`config.mk`:
```
export PLATFORM = sky130hd
export DESIGN_NAME = mem_char_sequencer
export DESIGN_NICKNAME = d
export VERILOG_FILES = /design/src/rtl/mem_pkg.sv /design/src/rtl/mem_step_ctr.sv /design/src/rtl/mem_char_sequencer.sv
export SDC_FILE = /design/constraint.sdc
export NUM_CORES = 1
export LEC_CHECK = 0
export ABC_AREA = 1
export CAP_MARGIN = 20
export CORE_ASPECT_RATIO = 1.4
export CORE_MARGIN = 8
export CORE_UTILIZATION = 28
export CTS_CLUSTER_DIAMETER = 200
export CTS_CLUSTER_SIZE = 40
export DETAILED_ROUTE_END_ITERATION = 10
export HOLD_SLACK_MARGIN = 0.1
export SLEW_MARGIN = 20
export SYNTH_ARGS = -nofsm -noshare
export SYNTH_HDL_FRONTEND = slang
export SYNTH_SLANG_ARGS = --single-unit
```
`constraint.sdc`:
```
create_clock -name clk -period 1.9 [get_ports clk]
set_clock_uncertainty 0.05 [all_clocks]
set_input_delay 0.19 -clock clk [delete_from_list [all_inputs] [get_ports clk]]
set_output_delay 0.19 -clock clk [all_outputs]
set_load 0.02 [all_outputs]
```
`src/rtl/mem_pkg.sv`:
```
// Shared constants for the MEM character sequencer: letter bounds, setting width and the
// sequencer state encoding.
package mem_pkg;

  localparam logic [7:0] LETTER_A = 8'h41;
  localparam logic [7:0] LETTER_Z = 8'h5A;

  localparam int unsigned SETTING_W = 2;

  localparam logic [0:0] ST_UNKEYED = 1'b0;
  localparam logic [0:0] ST_RUN     = 1'b1;

  // Only uppercase ASCII is enciphered; everything else bypasses MEM.
  function automatic logic is_letter(input logic [7:0] ch);
    return (ch >= LETTER_A) && (ch <= LETTER_Z);
  endfunction

endpackage

```
`src/rtl/mem_step_ctr.sv`:
```
// Rotor-style setting register: advances the 2-bit setting once every STEP_PERIOD
// enciphered letters, and restarts from a loaded key.
module mem_step_ctr
  import mem_pkg::*;
#(
  parameter int unsigned STEP_PERIOD = 1
) (
  input  logic                 clk,
  input  logic                 rst_n,
  input  logic                 load_i,
  input  logic [SETTING_W-1:0] load_setting_i,
  input  logic                 step_en_i,
  output logic [SETTING_W-1:0] setting_o
);

  localparam logic [7:0] LastCnt = 8'(STEP_PERIOD - 1);

  logic [7:0]           step_cnt_q, step_cnt_d;
  logic [SETTING_W-1:0] setting_q, setting_d;

  always_comb begin
    step_cnt_d = step_cnt_q;
    setting_d  = setting_q;
    if (load_i) begin
      step_cnt_d = '0;
      setting_d  = load_setting_i;
    end else if (step_en_i) begin
      if (step_cnt_q == LastCnt) begin
        step_cnt_d = '0;
        // Two-bit add wraps 3 -> 0 on its own.
        setting_d  = setting_q + 1'b1;
      end else begin
        step_cnt_d = step_cnt_q + 8'd1;
      end
    end
  end

  always_ff @(posedge clk or negedge rst_n) begin
    if (!rst_n) begin
      step_cnt_q <= '0;
      setting_q  <= '0;
    end else begin
      step_cnt_q <= step_cnt_d;
      setting_q  <= setting_d;
    end
  end

  assign setting_o = setting_q;

endmodule

```
`src/rtl/mem_char_sequencer.sv`:
```
// Feeds an ASCII stream through the combinational MEM core with the current rotor setting
// and registers the result behind a valid/ready output stage.
module mem_char_sequencer
  import mem_pkg::*;
#(
  parameter int unsigned STEP_PERIOD = 1
) (
  input  logic                 clk,
  input  logic                 rst_n,
  input  logic                 cfg_valid,
  input  logic [SETTING_W-1:0] cfg_setting,
  input  logic                 in_valid,
  output logic                 in_ready,
  input  logic [8:1]           in_char,
  output logic [8:1]           mem_in,
  output logic [SETTING_W-1:0] mem_setting,
  input  logic [8:1]           mem_out,
  output logic                 out_valid,
  input  logic                 out_ready,
  output logic [8:1]           out_char,
  output logic [15:0]          letter_count
);

  logic [0:0]  state_q, state_d;
  logic        out_valid_q, out_valid_d;
  logic [8:1]  out_char_q, out_char_d;
  logic [15:0] letter_count_q, letter_count_d;

  logic accept;
  logic letter;
  logic step_en;

  // Key load takes priority over any input in the same cycle.
  assign in_ready = (state_q == ST_RUN) && (!out_valid_q || out_ready) && !cfg_valid;
  assign accept   = in_valid && in_ready;
  assign letter   = is_letter(in_char);
  assign step_en  = accept && letter;

  assign mem_in = in_char;

  mem_step_ctr #(
    .STEP_PERIOD(STEP_PERIOD)
  ) u_step_ctr (
    .clk           (clk),
    .rst_n         (rst_n),
    .load_i        (cfg_valid),
    .load_setting_i(cfg_setting),
    .step_en_i     (step_en),
    .setting_o     (mem_setting)
  );

  always_comb begin
    state_d = state_q;
    if (cfg_valid) begin
      state_d = ST_RUN;
    end
  end

  // A pending output survives a key load: it was enciphered under the old key.
  always_comb begin
    out_valid_d = out_valid_q;
    out_char_d  = out_char_q;
    if (accept) begin
      out_valid_d = 1'b1;
      out_char_d  = letter ? mem_out : in_char;
    end else if (out_ready) begin
      out_valid_d = 1'b0;
    end
  end

  always_comb begin
    letter_count_d = letter_count_q;
    if (cfg_valid) begin
      letter_count_d = '0;
    end else if (step_en) begin
      letter_count_d = letter_count_q + 16'd1;
    end
  end

  always_ff @(posedge clk or negedge rst_n) begin
    if (!rst_n) begin
      state_q        <= ST_UNKEYED;
      out_valid_q    <= 1'b0;
      out_char_q     <= '0;
      letter_count_q <= '0;
    end else begin
      state_q        <= state_d;
      out_valid_q    <= out_valid_d;
      out_char_q     <= out_char_d;
      letter_count_q <= letter_count_d;
    end
  end

  assign out_valid    = out_valid_q;
  assign out_char     = out_char_q;
  assign letter_count = letter_count_q;

endmodule
```
## Word-level counts from Yosys, hierarchy flattened

Cells that the tools add are included.

| cells by class | value |
|---|---|
| $mul | 0 |
| mux-type cells | 11 |
| div/mod/pow operators | 0 |
| bitwise logic cells | 0 |
| add/subtract/negate cells | 3 |
| reduce and logical (&&, ||, !) cells | 13 |
| eq/ne operators | 0 |
| shift-type cells | 0 |
| order comparisons | 2 |

Operators with widths:

| kind | count |
|---|---|
| $mux 16 | 2 |
| $mux 8 | 4 |
| $add 16x1->16 const B | 1 |
| $add 8x1->8 const B | 1 |
| $ge 8x7->1 const B | 1 |
| $le 8x7->1 const B | 1 |
| $logic_not 8->1 | 1 |
| $mux 2 | 3 |
| $reduce_bool 2->1 | 3 |
| $logic_and 1x1->1 | 5 |
| $add 2x1->2 const B | 1 |
| $logic_not 1->1 | 2 |
| $mux 1 | 2 |
| $reduce_and 2->1 | 1 |
| $logic_or 1x1->1 | 1 |

| storage, ports and cells | value |
|---|---|
| bits of input ports | 23 |
| logic and storage cells | 35 |
| memories | 0 |
| register bits after elaboration | 36 |
| output and inout bits | 36 |
| bits in writable memories | 0 |
| bits in read-only memories | 0 |
| bits in latches | 0 |

## Depth between registers and ports, before layout

| depth | value |
|---|---|
| word-level depth | 8 |
| depth in mapped cells | 9 |
| mapped depth without buffers | 8 |

## By module

Synthesis repeated with hierarchy kept, for this count alone.

| unflattened totals | value |
|---|---|
| cells, all modules | 308 |
| area, all modules | 2229.6 µm² |

By module, submodules not included:

| module | instances | seq. area each (µm²) | cells each | area each (µm²) |
|---|---|---|---|---|
| mem_char_sequencer | 1 | 650.6 | 217 | 1595.3 |
| mem_step_ctr | 1 | 250.2 | 91 | 634.4 |

## Worst setup path before layout

No wires, ideal clock.

| timing path | value |
|---|---|
| path type | flip-flop to flip-flop |
| start | register out_valid_q, in the netlist out_valid |
| end | register letter_count_q[15], in the netlist letter_count[15] |
| data required time | 1.732 ns |
| setup time | 0.118 ns |
| buffers on the path | 1 |
| period minus slack after synthesis | 1.524 ns |
| path slack | 0.376 ns |
| stages on the path, launching flop included | 10 |
| arrival time | 1.355 ns |
| cells stage by stage | dfrtp_1 > inv_1 > nor2_1 > nor2_4 > nand2_4 > o21ai_4 > inv_2 > buf_6 > nand2_1 > nand2_1 |

| between the ends | value |
|---|---|
| longest elaborated chain between the ends | 7 |

RTL lines:

| item | line | RTL |
|---|---|---|
| from (decl) | mem_char_sequencer.sv:25 | `logic out_valid_q, out_valid_d;` |
| from (signal assigned) | mem_char_sequencer.sv:88 | `out_valid_q <= out_valid_d;` |
| $logic_not 1->1 | mem_char_sequencer.sv:34 | `assign in_ready = (state_q == ST_RUN) && (!out_valid_q \|\| out_ready) && !cfg_valid;` |
| $logic_or 1x1->1 | mem_char_sequencer.sv:34 |  |
| $logic_and 1x1->1 (2 in series) | mem_char_sequencer.sv:34 |  |
| net in_ready | mem_char_sequencer.sv:13 | `output logic in_ready,` |
| $logic_and 1x1->1 | mem_char_sequencer.sv:35 | `assign accept = in_valid && in_ready;` |
| $logic_and 1x1->1 | mem_char_sequencer.sv:37 | `assign step_en = accept && letter;` |
| $reduce_bool 2->1 (no line) | n/a |  |
| to (signal assigned) | mem_char_sequencer.sv:90 | `letter_count_q <= letter_count_d;` |
| to (decl) | mem_char_sequencer.sv:27 | `logic [15:0] letter_count_q, letter_count_d;` |

The timed path passes the listed nets, and every way through them passes these cells.
A chain may end at the register's enable or synchronous reset.

## Worst setup path after layout

| timing path | value |
|---|---|
| start | input port cfg_valid |
| end | output port in_ready |

| between the ends | value |
|---|---|
| longest elaborated chain between the ends | 2 |

RTL lines:

| item | line | RTL |
|---|---|---|
| from (decl) | mem_char_sequencer.sv:10 | `input logic cfg_valid,` |
| $logic_not 1->1 | mem_char_sequencer.sv:34 |  |
| $logic_and 1x1->1 | mem_char_sequencer.sv:34 |  |
| to (decl) | mem_char_sequencer.sv:13 |  |

No other way between the ends.

==> results.txt <==
Among all flip-flop cells after synthesis, the most frequent one is sky130_fd_sc_hd__dfrtp_1. The required time at the endpoint of the critical path came out at 1660 ps. The leakage power total came out at 1.39 nW. The register-to-register setup slack is 350 ps. The category of cells accounting for the largest share of critical-path delay is buffers and inverters.

The measured slew at the worst slew-check pin is 482 ps. The max-capacitance violation count came out at 0. The first global-routing pass estimated 10,400 um of wire. Setup violations remaining at the end of the flow were counted as 0. The number of detailed-route iterations in the first pass came out at 4.

The data arrival time at the worst-slack endpoint is 1550 ps. The detailed-route vias per instance is 4.63. The library cell occupying the most area in the post-synthesis netlist is sky130_fd_sc_hd__dfrtp_1. The synthesis-to-layout area growth is 34.8%. The share of Yosys cell area claimed by the top area cell type came out at 40.6%. The async set-reset flop share out of synthesis is 100%. The flip-flop and latch count after synthesis came out at 36.

The cell area after placement is 0.00289 mm^2. The critical path's largest stage delay came out at 650 ps. Along the worst path, the maximum fanout reaches 2.

The setup fix buffers added after clock tree synthesis came out at 0. The path class of the tightest hold or removal check is in2async. The number of clock sinks is 36.

After detailed routing, the number of remaining DRC violations is 0. The area occupied by multi-input gates is 0.00108 mm^2. Counting every instance in the synthesized netlist gives 308. Once detail routing completed, the nets flagged for antenna violations numbered 0. The later pin in the worst-skew pair is clocked with a latency of 290 ps. The aggregate routed wire length came out at 5820 um. Once the floorplan was initialized, standard cells occupied 28.7% of the core.

The routed via count came out at 2,174. TritonCTS built the clock tree. The clock edge transition at the registers on the reported setup and hold paths is 80 ps.

The total buffers and inverters traversed by the critical path is 3. The number of flops mapped to enable cells by yosys is 0. The total negative slack for setup checks came out at 0 ps.

The via count of the first global-routing pass is 2,330. The cell with the most instances after synthesis is sky130_fd_sc_hd__nand2_1. The maximum vdd drop came out at 0.000334 V. The root buffer cell chosen for the clock tree is sky130_fd_sc_hd__clkbuf_8. During placement, the flow inserted port buffers numbering 58. The relative slew slack is 67.9%. Summed over all layers, the global routing overflow is 0. The number of hold violations in the final report is 0. After floorplanning, the core was sized to cover 0.00775 mm^2. The total routing usage reported by global routing came out at 11.4%.

The largest individual stage delay along the critical path comes from the cell sky130_fd_sc_hd__clkdlybuf4s50_1. The number of buffers added to fix hold violations after cts is 1. The TritonCTS buffer count is 5. Yosys attributes the largest share of cell area to sky130_fd_sc_hd__dfrtp_1 (41%), sky130_fd_sc_hd__nand2_1 (17%), sky130_fd_sc_hd__nand4_1 (6.8%), sky130_fd_sc_hd__nand3_1 (6.1%), sky130_fd_sc_hd__nor2_1 (5.2%). Once layout is done, the placed cells without fillers occupy 0.00299 mm^2. Measured along the x axis, the die boundary spans 91.3 um.

The number of antenna violations at the first check in global routing came out at 0. The flow ran to the end, and the final reports show no timing, DRC or antenna violations. The length in cells of the worst reg-to-reg path is 7. The routed design could run at a clock period as short as 1790 ps. The pin count of the biggest net entering global routing is 37. The endpoint kind of the worst setup timing path is an output port. The power density over cell area is 598 mW/mm^2. The average wire length per cell after detail routing is 12.4 um. The critical path goes through clkdlybuf4s50_1 > clkinv_2 > nand2_2 > nor2_4 > clkdlybuf4s50_1. The die covers 0.0111 mm^2. The mean instance size in the synthesized netlist is 7.21 um^2. The placer congestion estimate came out at 0.813. The most used cell along the critical path is sky130_fd_sc_hd__clkdlybuf4s50_1. The number of violations reported at the end of detailed-routing iteration 0 is 184. The worst setup path is of the in2out kind. The launching point of the worst reg2reg path is letter_count[1]. The number of H-tree levels came out at 2. The final-layout fill cell count came out at 817. The area of all sequential standard cells is 901 um^2. By count the netlist is led by sky130_fd_sc_hd__nand2_1 (103), sky130_fd_sc_hd__dfrtp_1 (36), sky130_fd_sc_hd__nor2_1 (31), sky130_fd_sc_hd__nand3_1 (27), sky130_fd_sc_hd__inv_1 (26). The number of antenna diodes in the final layout is 0. The post-cts resize count is 0. The final clock period utilization by the worst path is 94.1%. The number of buffers on the longest clock path is 2. Yosys printed 0 warnings. The detailed placement HPWL came out at 4340 um. The fraction of layout instances using a drive strength above 1 is 8.65%. The fmax is 559 MHz.

The netlist uses 27 different library cells. After synthesis, flip-flops and latches occupy 40.6% of the total area. The count of boundary I/O pins came out at 59. The standard-cell row count came out at 38.

Setup repair after global routing left no endpoint under its margin. The number of nets in the layout came out at 395. The reg-to-reg endpoint is letter_count[12]. The total standard cell area after synthesis is 0.00222 mm^2. The number of max-slew violations in the final report is 0. The height of the die is 121 um.

STA classifies the critical path startpoint as an input port. Counting every net in the synthesized netlist gives 334.
worst reg2reg max path: cells and delay by family, from the launching register on:
kind / cells / cell delay, ps
simple gates: 6 / 800
flops: 1 / 420
fa+ha+maj: 1 / 230
cell families (layout without fill, tap and decap cells):
group	count (synthesis)	in the layout	synth area share [%]
flip-flops	36	36	40.6
AO/OA/AOI/OAI	26	26	7.04
XOR/XNOR	1	1	0.394
adder cells (fa/ha/maj)	3	3	1.69
AND/OR/NAND/NOR	197	197	39.6
buffers and inverters	45	107	10.7
layout make-up:
cell class | count | area share (%)
sequential | 36 | 30.1
inverter | 28 | 3.55
timing repair buffer | 71 | 23.0
multi-input combinational | 227 | 36.2
tap | 100 | 4.18
clock buffer | 8 | 3.01
worst max-delay path by stage:
| stage | start | to | slack (ps) | depth (start not counted) |
|---|---|---|---|---|
| after floorplan | out_valid | letter_count[15] | 380 | 9 |
| after global placement | in_char[4] | u_step_ctr.step_cnt_q[4] | 100 | 8 |
| after detailed placement | in_char[4] | u_step_ctr.step_cnt_q[4] | 60 | 8 |
| after CTS | out_valid | in_ready | 100 | 4 |
| after global routing | out_valid | in_ready | 8 | 4 |
| final | cfg_valid | in_ready | 110 | 5 |
state kept, by name, indices dropped and copies added (netlist names):
register and cells:
state_q 1, out_valid 1, out_char 8, letter_count 16, u_step_ctr.step_cnt_q 8, u_step_ctr.setting_o 2
per-layer routing:
layer / global-route usage [%] / wire length [um]
met5: 0 / 0
met4: 3.80 / 76
met3: 5.33 / 519
met2: 19.0 / 2690
met1: 12.4 / 2540
through the flow:
| step | power [mW] | setup slack [ps] | hold WS (ps) | utilization, % | std cells |
|---|---|---|---|---|---|
| after floorplan | 1.03 | 376 | -156 | - | 308 |
| after global placement | 1.23 | 98.5 | 223 | 37.3 | 461 |
| after detailed placement | 1.23 | 55.2 | 218 | 37.3 | 461 |
| after CTS | 1.81 | 97.9 | 424 | 38.6 | 470 |
| after global routing | 1.89 | 8.20 | 433 | 38.6 | 470 |
| final | 1.79 | 113 | 417 | 38.6 | 470 |
power breakdown:
| part | switching [mW] | total, mW | leakage (nW) | internal, mW |
|---|---|---|---|---|
| sequential | 0.0278 | 0.839 | 0.480 | 0.811 |
| clock | 0.279 | 0.575 | 0.0455 | 0.296 |
| combinational | 0.196 | 0.377 | 0.868 | 0.181 |
| total | 0.503 | 1.79 | 1.39 | 1.29 |
layout by cell type (no fill, tap or decap), types with 2 or more instances in the layout:
cell / instances
sky130_fd_sc_hd__o21bai_1: 2
sky130_fd_sc_hd__o21ai_0: 16
sky130_fd_sc_hd__nor3_1: 2
sky130_fd_sc_hd__clkdlybuf4s50_1: 57
sky130_fd_sc_hd__a21oi_1: 3
sky130_fd_sc_hd__buf_4: 11
sky130_fd_sc_hd__dfrtp_1: 36
sky130_fd_sc_hd__inv_1: 26
sky130_fd_sc_hd__ha_1: 3
sky130_fd_sc_hd__nor2_1: 31
sky130_fd_sc_hd__nand3_1: 27
sky130_fd_sc_hd__clkbuf_8: 6
sky130_fd_sc_hd__nand2_1: 103
sky130_fd_sc_hd__a2bb2oi_1: 2
sky130_fd_sc_hd__nand4_1: 24
sky130_fd_sc_hd__nor2_4: 2
sky130_fd_sc_hd__clkbuf_1: 2
sky130_fd_sc_hd__or2_2: 5
(Power assumes the default switching activity.)
